### config.mk
export PLATFORM = sky130hd
export DESIGN_NAME = lcd_msg_scheduler_flat
export DESIGN_NICKNAME = d
export VERILOG_FILES = /design/src/rtl/lcd_msg_scheduler_pkg.sv /design/src/rtl/lcd_msg_scheduler_if.sv /design/src/rtl/lcd_msg_scheduler_prio_arbiter.sv /design/src/rtl/lcd_msg_scheduler.sv /design/src/flat_wrapper.sv
export SDC_FILE = /design/constraint.sdc
export NUM_CORES = 1
export LEC_CHECK = 0
export ABC_AREA = 1
export BUFFER_PORTS_ARGS = -buffer_cell sky130_fd_sc_hd__buf_2
export CORE_ASPECT_RATIO = 1.2
export CORE_MARGIN = 3
export CORE_UTILIZATION = 60
export DETAILED_ROUTE_END_ITERATION = 8
export PLACE_DENSITY = 0.8
export SLEW_MARGIN = 5
export SYNTH_ARGS = -nofsm -noshare
export SYNTH_HDL_FRONTEND = slang
export SYNTH_SLANG_ARGS = --single-unit
### constraint.sdc
create_clock -name iCLK -period 2.57 [get_ports iCLK]
set_clock_uncertainty 0.15 [all_clocks]
set_input_delay 0.1285 -clock iCLK [delete_from_list [all_inputs] [get_ports iCLK]]
set_output_delay 0.1285 -clock iCLK [all_outputs]
set_load 0.02 [all_outputs]
### src/rtl/lcd_msg_scheduler_pkg.sv
// lcd_msg_scheduler_pkg
//   Shared definitions for the LCD message scheduler: the message code table
//   (also used by LCD_Top and the feeder FSM), scheduler state encoding,
//   default parameter values and a small index-width helper.
package lcd_msg_scheduler_pkg;

  // Default build parameters (50 MHz system clock, 1 s minimum display).
  localparam int N_REQ_DEF    = 4;
  localparam int MSG_W_DEF    = 3;
  localparam int MSG_MAX_DEF  = 5;
  localparam int HOLD_CYC_DEF = 50_000_000;
  localparam int CNT_W_DEF    = 26;

  // LCD message codes.
  localparam logic [2:0] MSG_INICIO    = 3'd0;  // "A:Iniciar / B:Reiniciar"
  localparam logic [2:0] MSG_GATO1     = 3'd1;
  localparam logic [2:0] MSG_GATO2     = 3'd2;
  localparam logic [2:0] MSG_ESPERA    = 3'd3;
  localparam logic [2:0] MSG_SIRVIENDO = 3'd4;
  localparam logic [2:0] MSG_LLENO     = 3'd5;

  typedef enum logic [1:0] {
    S_IDLE = 2'd0,
    S_ARB  = 2'd1,
    S_WAIT = 2'd2,
    S_HOLD = 2'd3
  } state_t;

  // Width of a requester index; a single requester still needs one bit.
  function automatic int idx_w(input int n);
    return (n > 1) ? $clog2(n) : 1;
  endfunction

endpackage

### src/rtl/lcd_msg_scheduler_if.sv
// lcd_msg_scheduler_if
//   Bundles the requester side and the LCD side of the message scheduler.
//   Signals:
//     iREQ        level request per requester (index 0 = highest priority)
//     iREQ_MSG    code per requester, slice [i*MSG_W +: MSG_W]
//     iLCD_READY  LCD writer idle, may accept a new message
//     oMSG        committed message code for LCD_Top
//     oMSG_STB    one-cycle pulse when oMSG takes a new value
//     oGRANT      one-hot owner of oMSG, zero while the idle message is shown
//     oBUSY       scheduler not in IDLE
//   master: drives requests/ready (requesters + LCD writer); slave: scheduler.
interface lcd_msg_scheduler_if #(
  parameter int N_REQ = 4,
  parameter int MSG_W = 3
);
  logic [N_REQ-1:0]       iREQ;
  logic [N_REQ*MSG_W-1:0] iREQ_MSG;
  logic                   iLCD_READY;
  logic [MSG_W-1:0]       oMSG;
  logic                   oMSG_STB;
  logic [N_REQ-1:0]       oGRANT;
  logic                   oBUSY;

  modport master (
    output iREQ, iREQ_MSG, iLCD_READY,
    input  oMSG, oMSG_STB, oGRANT, oBUSY
  );

  modport slave (
    input  iREQ, iREQ_MSG, iLCD_READY,
    output oMSG, oMSG_STB, oGRANT, oBUSY
  );
endinterface

### src/rtl/lcd_msg_scheduler_prio_arbiter.sv
// lcd_prio_arbiter
//   Combinational fixed-priority pick among the requesters. A requester is
//   eligible when it requests and its code is a valid message (<= MSG_MAX);
//   the lowest eligible index wins.
//   Ports:
//     i_req      request levels
//     i_req_msg  packed per-requester codes
//     o_any      at least one eligible requester
//     o_idx      winner index (0 when none)
//     o_onehot   winner one-hot (0 when none)
//     o_code     winner code (0 when none)
module lcd_prio_arbiter #(
  parameter int N_REQ   = 4,
  parameter int MSG_W   = 3,
  parameter int MSG_MAX = 5,
  parameter int IDX_W   = 2
) (
  input  logic [N_REQ-1:0]       i_req,
  input  logic [N_REQ*MSG_W-1:0] i_req_msg,
  output logic                   o_any,
  output logic [IDX_W-1:0]       o_idx,
  output logic [N_REQ-1:0]       o_onehot,
  output logic [MSG_W-1:0]       o_code
);

  localparam logic [MSG_W-1:0] LP_MSG_MAX = MSG_W'(MSG_MAX);

  logic [N_REQ-1:0] w_elig;

  always_comb begin
    w_elig = '0;
    for (int i = 0; i < N_REQ; i++) begin
      w_elig[i] = i_req[i] && (i_req_msg[i*MSG_W +: MSG_W] <= LP_MSG_MAX);
    end
  end

  // Scan from the lowest priority up so the lowest eligible index is the
  // last assignment and therefore the winner.
  always_comb begin
    o_any    = 1'b0;
    o_idx    = '0;
    o_onehot = '0;
    o_code   = '0;
    for (int i = N_REQ - 1; i >= 0; i--) begin
      if (w_elig[i]) begin
        o_any       = 1'b1;
        o_idx       = IDX_W'(i);
        o_onehot    = '0;
        o_onehot[i] = 1'b1;
        o_code      = i_req_msg[i*MSG_W +: MSG_W];
      end
    end
  end

endmodule

### src/rtl/lcd_msg_scheduler.sv
// lcd_msg_scheduler
//   Shares the 2x16 LCD message selector between several requesters. Picks a
//   message by fixed priority, waits for the LCD writer to be idle, commits the
//   code and holds it for at least HOLD_CYC cycles. Reverts to IDLE_MSG when
//   nobody requests.
//   Ports:
//     iCLK    system clock
//     iRST_N  asynchronous active-low reset
//     bus     scheduler side (slave) of lcd_msg_scheduler_if
//
//   state  | meaning
//   -------+------------------------------------------------------------
//   S_IDLE | idle message shown, no eligible request
//   S_ARB  | one cycle: snapshot winner (or idle message) and its owner
//   S_WAIT | snapshot differs from oMSG; wait for iLCD_READY to commit
//   S_HOLD | minimum display time running; only higher priority preempts
module lcd_msg_scheduler
  import lcd_msg_scheduler_pkg::*;
#(
  parameter int               N_REQ    = N_REQ_DEF,
  parameter int               MSG_W    = MSG_W_DEF,
  parameter int               MSG_MAX  = MSG_MAX_DEF,
  parameter logic [MSG_W-1:0] IDLE_MSG = MSG_W'(MSG_INICIO),
  parameter int               HOLD_CYC = HOLD_CYC_DEF,
  parameter int               CNT_W    = CNT_W_DEF
) (
  input logic                 iCLK,
  input logic                 iRST_N,
  lcd_msg_scheduler_if.slave  bus
);

  localparam int               IDX_W     = idx_w(N_REQ);
  localparam logic [CNT_W-1:0] LP_RELOAD = CNT_W'(HOLD_CYC - 1);

  state_t           r_state;
  logic [MSG_W-1:0] r_msg;
  logic             r_stb;
  logic [N_REQ-1:0] r_grant;
  logic [CNT_W-1:0] r_cnt;
  logic [MSG_W-1:0] r_code;
  logic             r_own_vld;
  logic [IDX_W-1:0] r_own_idx;
  logic [N_REQ-1:0] r_own_oh;

  state_t           w_state_nxt;
  logic [MSG_W-1:0] w_msg_nxt;
  logic             w_stb_nxt;
  logic [N_REQ-1:0] w_grant_nxt;
  logic [CNT_W-1:0] w_cnt_nxt;
  logic [MSG_W-1:0] w_code_nxt;
  logic             w_own_vld_nxt;
  logic [IDX_W-1:0] w_own_idx_nxt;
  logic [N_REQ-1:0] w_own_oh_nxt;

  logic             w_any;
  logic [IDX_W-1:0] w_win_idx;
  logic [N_REQ-1:0] w_win_oh;
  logic [MSG_W-1:0] w_win_code;
  logic [MSG_W-1:0] w_arb_code;
  logic [N_REQ-1:0] w_arb_oh;
  logic             w_preempt;

  lcd_prio_arbiter #(
    .N_REQ   (N_REQ),
    .MSG_W   (MSG_W),
    .MSG_MAX (MSG_MAX),
    .IDX_W   (IDX_W)
  ) u_arb (
    .i_req     (bus.iREQ),
    .i_req_msg (bus.iREQ_MSG),
    .o_any     (w_any),
    .o_idx     (w_win_idx),
    .o_onehot  (w_win_oh),
    .o_code    (w_win_code)
  );

  always_ff @(posedge iCLK or negedge iRST_N) begin
    if (!iRST_N) begin
      r_state   <= S_IDLE;
      r_msg     <= IDLE_MSG;
      r_stb     <= 1'b0;
      r_grant   <= '0;
      r_cnt     <= '0;
      r_code    <= IDLE_MSG;
      r_own_vld <= 1'b0;
      r_own_idx <= '0;
      r_own_oh  <= '0;
    end else begin
      r_state   <= w_state_nxt;
      r_msg     <= w_msg_nxt;
      r_stb     <= w_stb_nxt;
      r_grant   <= w_grant_nxt;
      r_cnt     <= w_cnt_nxt;
      r_code    <= w_code_nxt;
      r_own_vld <= w_own_vld_nxt;
      r_own_idx <= w_own_idx_nxt;
      r_own_oh  <= w_own_oh_nxt;
    end
  end

  always_comb begin
    w_state_nxt   = r_state;
    w_msg_nxt     = r_msg;
    w_stb_nxt     = 1'b0;
    w_grant_nxt   = r_grant;
    w_cnt_nxt     = r_cnt;
    w_code_nxt    = r_code;
    w_own_vld_nxt = r_own_vld;
    w_own_idx_nxt = r_own_idx;
    w_own_oh_nxt  = r_own_oh;

    // With no eligible request the snapshot is the idle message, ownerless.
    w_arb_code = w_any ? w_win_code : IDLE_MSG;
    w_arb_oh   = w_any ? w_win_oh : '0;

    // An ownerless hold (idle message) yields to any eligible request.
    w_preempt = w_any && (!r_own_vld || (w_win_idx < r_own_idx));

    case (r_state)
      S_IDLE: begin
        w_grant_nxt = '0;
        if (w_any) w_state_nxt = S_ARB;
      end

      S_ARB: begin
        w_code_nxt    = w_arb_code;
        w_own_vld_nxt = w_any;
        w_own_idx_nxt = w_any ? w_win_idx : '0;
        w_own_oh_nxt  = w_arb_oh;
        if (w_arb_code == r_msg) begin
          // Already on screen: restart the hold without disturbing the LCD.
          w_grant_nxt = w_arb_oh;
          w_cnt_nxt   = LP_RELOAD;
          w_state_nxt = S_HOLD;
        end else begin
          w_state_nxt = S_WAIT;
        end
      end

      S_WAIT: begin
        if (bus.iLCD_READY) begin
          w_msg_nxt   = r_code;
          w_grant_nxt = r_own_oh;
          w_stb_nxt   = 1'b1;
          w_cnt_nxt   = LP_RELOAD;
          w_state_nxt = S_HOLD;
        end
      end

      S_HOLD: begin
        if (w_preempt) begin
          w_state_nxt = S_ARB;
        end else if (r_cnt == '0) begin
          if (w_any || (r_msg != IDLE_MSG)) begin
            w_state_nxt = S_ARB;
          end else begin
            w_grant_nxt = '0;
            w_state_nxt = S_IDLE;
          end
        end else begin
          w_cnt_nxt = r_cnt - 1'b1;
        end
      end

      default: begin
        w_state_nxt = S_IDLE;
      end
    endcase
  end

  assign bus.oMSG     = r_msg;
  assign bus.oMSG_STB = r_stb;
  assign bus.oGRANT   = r_grant;
  assign bus.oBUSY    = (r_state != S_IDLE);

endmodule

### src/flat_wrapper.sv
// flat-port wrapper written by rule: the top's interface ports become plain ports
module lcd_msg_scheduler_flat import lcd_msg_scheduler_pkg::*;
#(
  parameter int               N_REQ    = N_REQ_DEF,
  parameter int               MSG_W    = MSG_W_DEF,
  parameter int               MSG_MAX  = MSG_MAX_DEF,
  parameter logic [MSG_W-1:0] IDLE_MSG = MSG_W'(MSG_INICIO),
  parameter int               HOLD_CYC = HOLD_CYC_DEF,
  parameter int               CNT_W    = CNT_W_DEF
)
  (iCLK, iRST_N, bus_iREQ, bus_iREQ_MSG, bus_iLCD_READY, bus_oMSG, bus_oMSG_STB, bus_oGRANT, bus_oBUSY);
  lcd_msg_scheduler_if #(.N_REQ(N_REQ), .MSG_W(MSG_W)) bus_i ();
  input logic iCLK;
  input logic iRST_N;
  input wire logic [$bits(bus_i.iREQ)-1:0] bus_iREQ;
  input wire logic [$bits(bus_i.iREQ_MSG)-1:0] bus_iREQ_MSG;
  input wire logic [$bits(bus_i.iLCD_READY)-1:0] bus_iLCD_READY;
  output wire logic [$bits(bus_i.oMSG)-1:0] bus_oMSG;
  output wire logic [$bits(bus_i.oMSG_STB)-1:0] bus_oMSG_STB;
  output wire logic [$bits(bus_i.oGRANT)-1:0] bus_oGRANT;
  output wire logic [$bits(bus_i.oBUSY)-1:0] bus_oBUSY;
  assign bus_i.iREQ = bus_iREQ;
  assign bus_i.iREQ_MSG = bus_iREQ_MSG;
  assign bus_i.iLCD_READY = bus_iLCD_READY;
  assign bus_oMSG = bus_i.oMSG;
  assign bus_oMSG_STB = bus_i.oMSG_STB;
  assign bus_oGRANT = bus_i.oGRANT;
  assign bus_oBUSY = bus_i.oBUSY;
  lcd_msg_scheduler #(.N_REQ(N_REQ), .MSG_W(MSG_W), .MSG_MAX(MSG_MAX), .IDLE_MSG(IDLE_MSG), .HOLD_CYC(HOLD_CYC), .CNT_W(CNT_W)) u_core (.iCLK(iCLK), .iRST_N(iRST_N), .bus(bus_i));
endmodule
==> results.ini <==
[status]
status = complete, no violations

[worst_setup_path]
max_stage_delay_ns = 0.53
startpoint = bus_iREQ[2]
slowest_stage = dlygate4sd3_1
crit_required_ns = 2.61
crit_path_start_kind = input pin
cp_data_arrival_time_ns = 2.37
cp_cell_sequence = dlygate4sd3_1 > buf_2 > nand2_2 > nand2_1 > nand3_1 > nand2_1 > nand2_1 > nand2_1 > nand2_1 > nand3_1 > o21bai_4 > nand3_4 > nand2_1 > nand2_1
critPathKind = input pin to flop
r2r_slack_ns = 0.25
crit_top_cell = nand2_1
timing.rr.start = u_core.r_cnt[0]$_DFFE_PN0P_
critPathMaxFanout = 26
r2r_cells = 10
end_kind = flop
crit_path_end = u_core.r_cnt[24]$_DFFE_PN0P_
worst_r2r_endpoint = u_core.r_cnt[24]$_DFFE_PN0P_

[yosys]
async_flop_share = 1.000
yosysTopAreaCellShare = 0.3757
synth-edff-count = 0
synth_area_leaders = dfrtp_1, nand2_1, nand4_1
yosysMostFrequentCell = nand2_1
synth_nets = 475
syn_area_per_cell_um2 = 6.824
yosysTopAreaCell = dfrtp_1
ys_seq_area_frac = 0.3757
ys_top_cells_by_count = nand2_1, inv_1, dfrtp_1
synth_area_um2 = 3064
yosysWarnings = 0
syn-instance-count = 449
ys_seq_elements = 46
synth_top_flop_cell = dfrtp_1
ys_types = 33

[run]
drv.max_cap_violation_count = 0

[clocking]
cts_sinks = 46
clockBufferDepth = 2
clock_latency_ns = 0.31
cts_buffers = 5
cts_tree = yes
clkTransAtPathRegs_ns = 0.08
post-cts-setup-buffers = 0
htreeDepth = 2
clockRootBuffer = clkbuf_8

[floorplan]
die_area_um2 = 6004
core-area_um2 = 4763
rows = 27
ios = 28
die_w_um = 71.24
initial_utilization = 0.6433
dieHeight_um = 84.29

[timing]
drv_slew = 0
final_hold_viol_count = 0
fmax_mhz = 429.2
period_share = 0.9066
setup_slack_ns = 0.2401
worst_slew_pin_slew_ns = 0.9996
slew_headroom = 0.3336
setup_viol = 0
period_needed_ns = 2.330
rsz0062_at_grt = true

[grt]
track_usage = 0.2427
grt_max_degree = 47
antenna_found_initial = 0
grt_overflow = 0
grt_pass1_vias = 2764
grt_pass1_wl_um = 11980

[finish]
syn2layout_area_growth_pct = 11.19
multi_input_area_um2 = 1654
instances_no_fill = 539
seqCellArea_um2 = 1151
postLayoutCoreUtil = 0.7153
final_nets = 507
diodes = 0
drive_gt1_frac = 0.1227
nFillCells = 416

[placed_design]
gp_congestion = 0.8987
post-place-ws_ns = -0.07182
dp_hpwl_um = 4966
placed_cells = 529
portBuffers = 27

[drt]
num_vias = 2935
drc = 0
drt-initial-drc-count = 166
wl_per_cell_um = 12.76
dr.pass1.iters = 4
drt_wl_total_um = 6875
ant_nets = 0
vias_per_cell = 5.445

[power]
power.static_leakage_nw = 1.785
power_mw = 3.897
vdd_ir_drop_max_uv = 612.4
p_per_area_nw_per_um2 = 1144

[min_path]
min_path_type = input pin to flop

[report_power, final]
group	leakage (nW)	internal [mW]	total, mW	switching (mW)
registers	0.570	1.02	1.27	0.247
logic	1.16	0.697	2.07	1.37
clock network	0.0573	0.311	0.557	0.246
[area by class of cell]
class / instances / share of cell area
repair buffers: 39 / 0.06831
inverters: 49 / 0.05398
clock buffers: 6 / 0.02424
multi-input cells: 340 / 0.4855
well taps: 58 / 0.02130
clock inverters: 1 / 0.008814
flip-flops and latches: 46 / 0.3379
[flip-flops by register name, summed over array words and instances, names as in the netlist]
register and cells:
u_core.r_own_oh 4, u_core.r_own_idx 2, u_core.r_own_vld 1, u_core.bus.oGRANT 4
u_core.bus.oMSG 3, u_core.r_cnt 26, u_core.r_state 2, u_core.bus.oMSG_STB 1
u_core.r_code 3
[per-layer routing]
metal	track usage	part of all wire	wire (µm)
met1	0.2853	0.42	2871
met2	0.4415	0.52	3597
met3	0.03353	0.041	285
met4	0.08718	0.017	120
met5	0	0	0
[kinds of logic (layout without fill, tap and decap cells)]
| group | Yosys count | after routing | synth area share |
|---|---|---|---|
| simple gates | 284 | 284 | 0.4100 |
| fa+ha+maj | 7 | 7 | 0.02858 |
| xor+xnor | 6 | 6 | 0.01715 |
| flops | 46 | 46 | 0.3757 |
| compound gates | 43 | 43 | 0.08085 |
| buf+inv | 63 | 95 | 0.08779 |
[placed cells by master, fill, tap and decap left out, types with 2 or more instances in the layout]
| cell | n |
|---|---|
| nand2_1 | 153 |
| inv_1 | 48 |
| dfrtp_1 | 46 |
| nor2_1 | 41 |
| nand4_1 | 35 |
| nand3_1 | 33 |
| buf_2 | 27 |
| o21ai_0 | 23 |
| a21oi_1 | 11 |
| buf_4 | 9 |
| ha_1 | 7 |
| or2_2 | 6 |
| clkbuf_8 | 6 |
| nor3_1 | 5 |
| xor2_1 | 5 |
| dlygate4sd3_1 | 3 |
| nand2_2 | 2 |
| nand3b_1 | 2 |
| nor4_1 | 2 |
[repair_timing]
action                                 4_1_cts  5_1_grt
endpoints found under the hold margin       48        0
gates resized for setup                      1        1
pin swaps                                    0        1
hold buffers                                 3        0
setup endpoints to repair                   26       26
[worst min path at each step]
stage                     slack, ns       startpoint  cells after the start                          endpoint
after global routing           0.05   bus_iLCD_READY                      3     u_core.bus.oMSG_STB$_DFF_PN0_
after global placement         0.20           iRST_N                      1       u_core.r_cnt[7]$_DFFE_PN0P_
after detailed placement       0.21           iRST_N                      1       u_core.r_cnt[7]$_DFFE_PN0P_
final                          0.02   bus_iLCD_READY                      3     u_core.bus.oMSG_STB$_DFF_PN0_
after CTS                     0.006  bus_iREQ_MSG[4]                      4    u_core.r_own_oh[1]$_DFFE_PN0P_
after floorplan               -0.32           iRST_N                      0  u_core.bus.oGRANT[0]$_DFFE_PN0P_
[worst max-delay path, delay by kind of cell]
kind / cells / cell delay [ns]
simple gates: 11 / 1.21
compound gates: 1 / 0.35
buf+inv: 2 / 0.68
[per-stage QoR]
step	TNS (ns)	cell area (µm²)	hold WS, ns
2_1_floorplan	0	3064	-0.3171
3_3_place_gp	-0.6813	3254	0.2020
3_5_place_dp	-1.444	3254	0.2072
4_1_cts	0	3402	0.006354
5_1_grt	-0.1226	3407	0.04523
6_report	0	3407	0.02148
No activity file was read; power rests on OpenSTA's default activity.
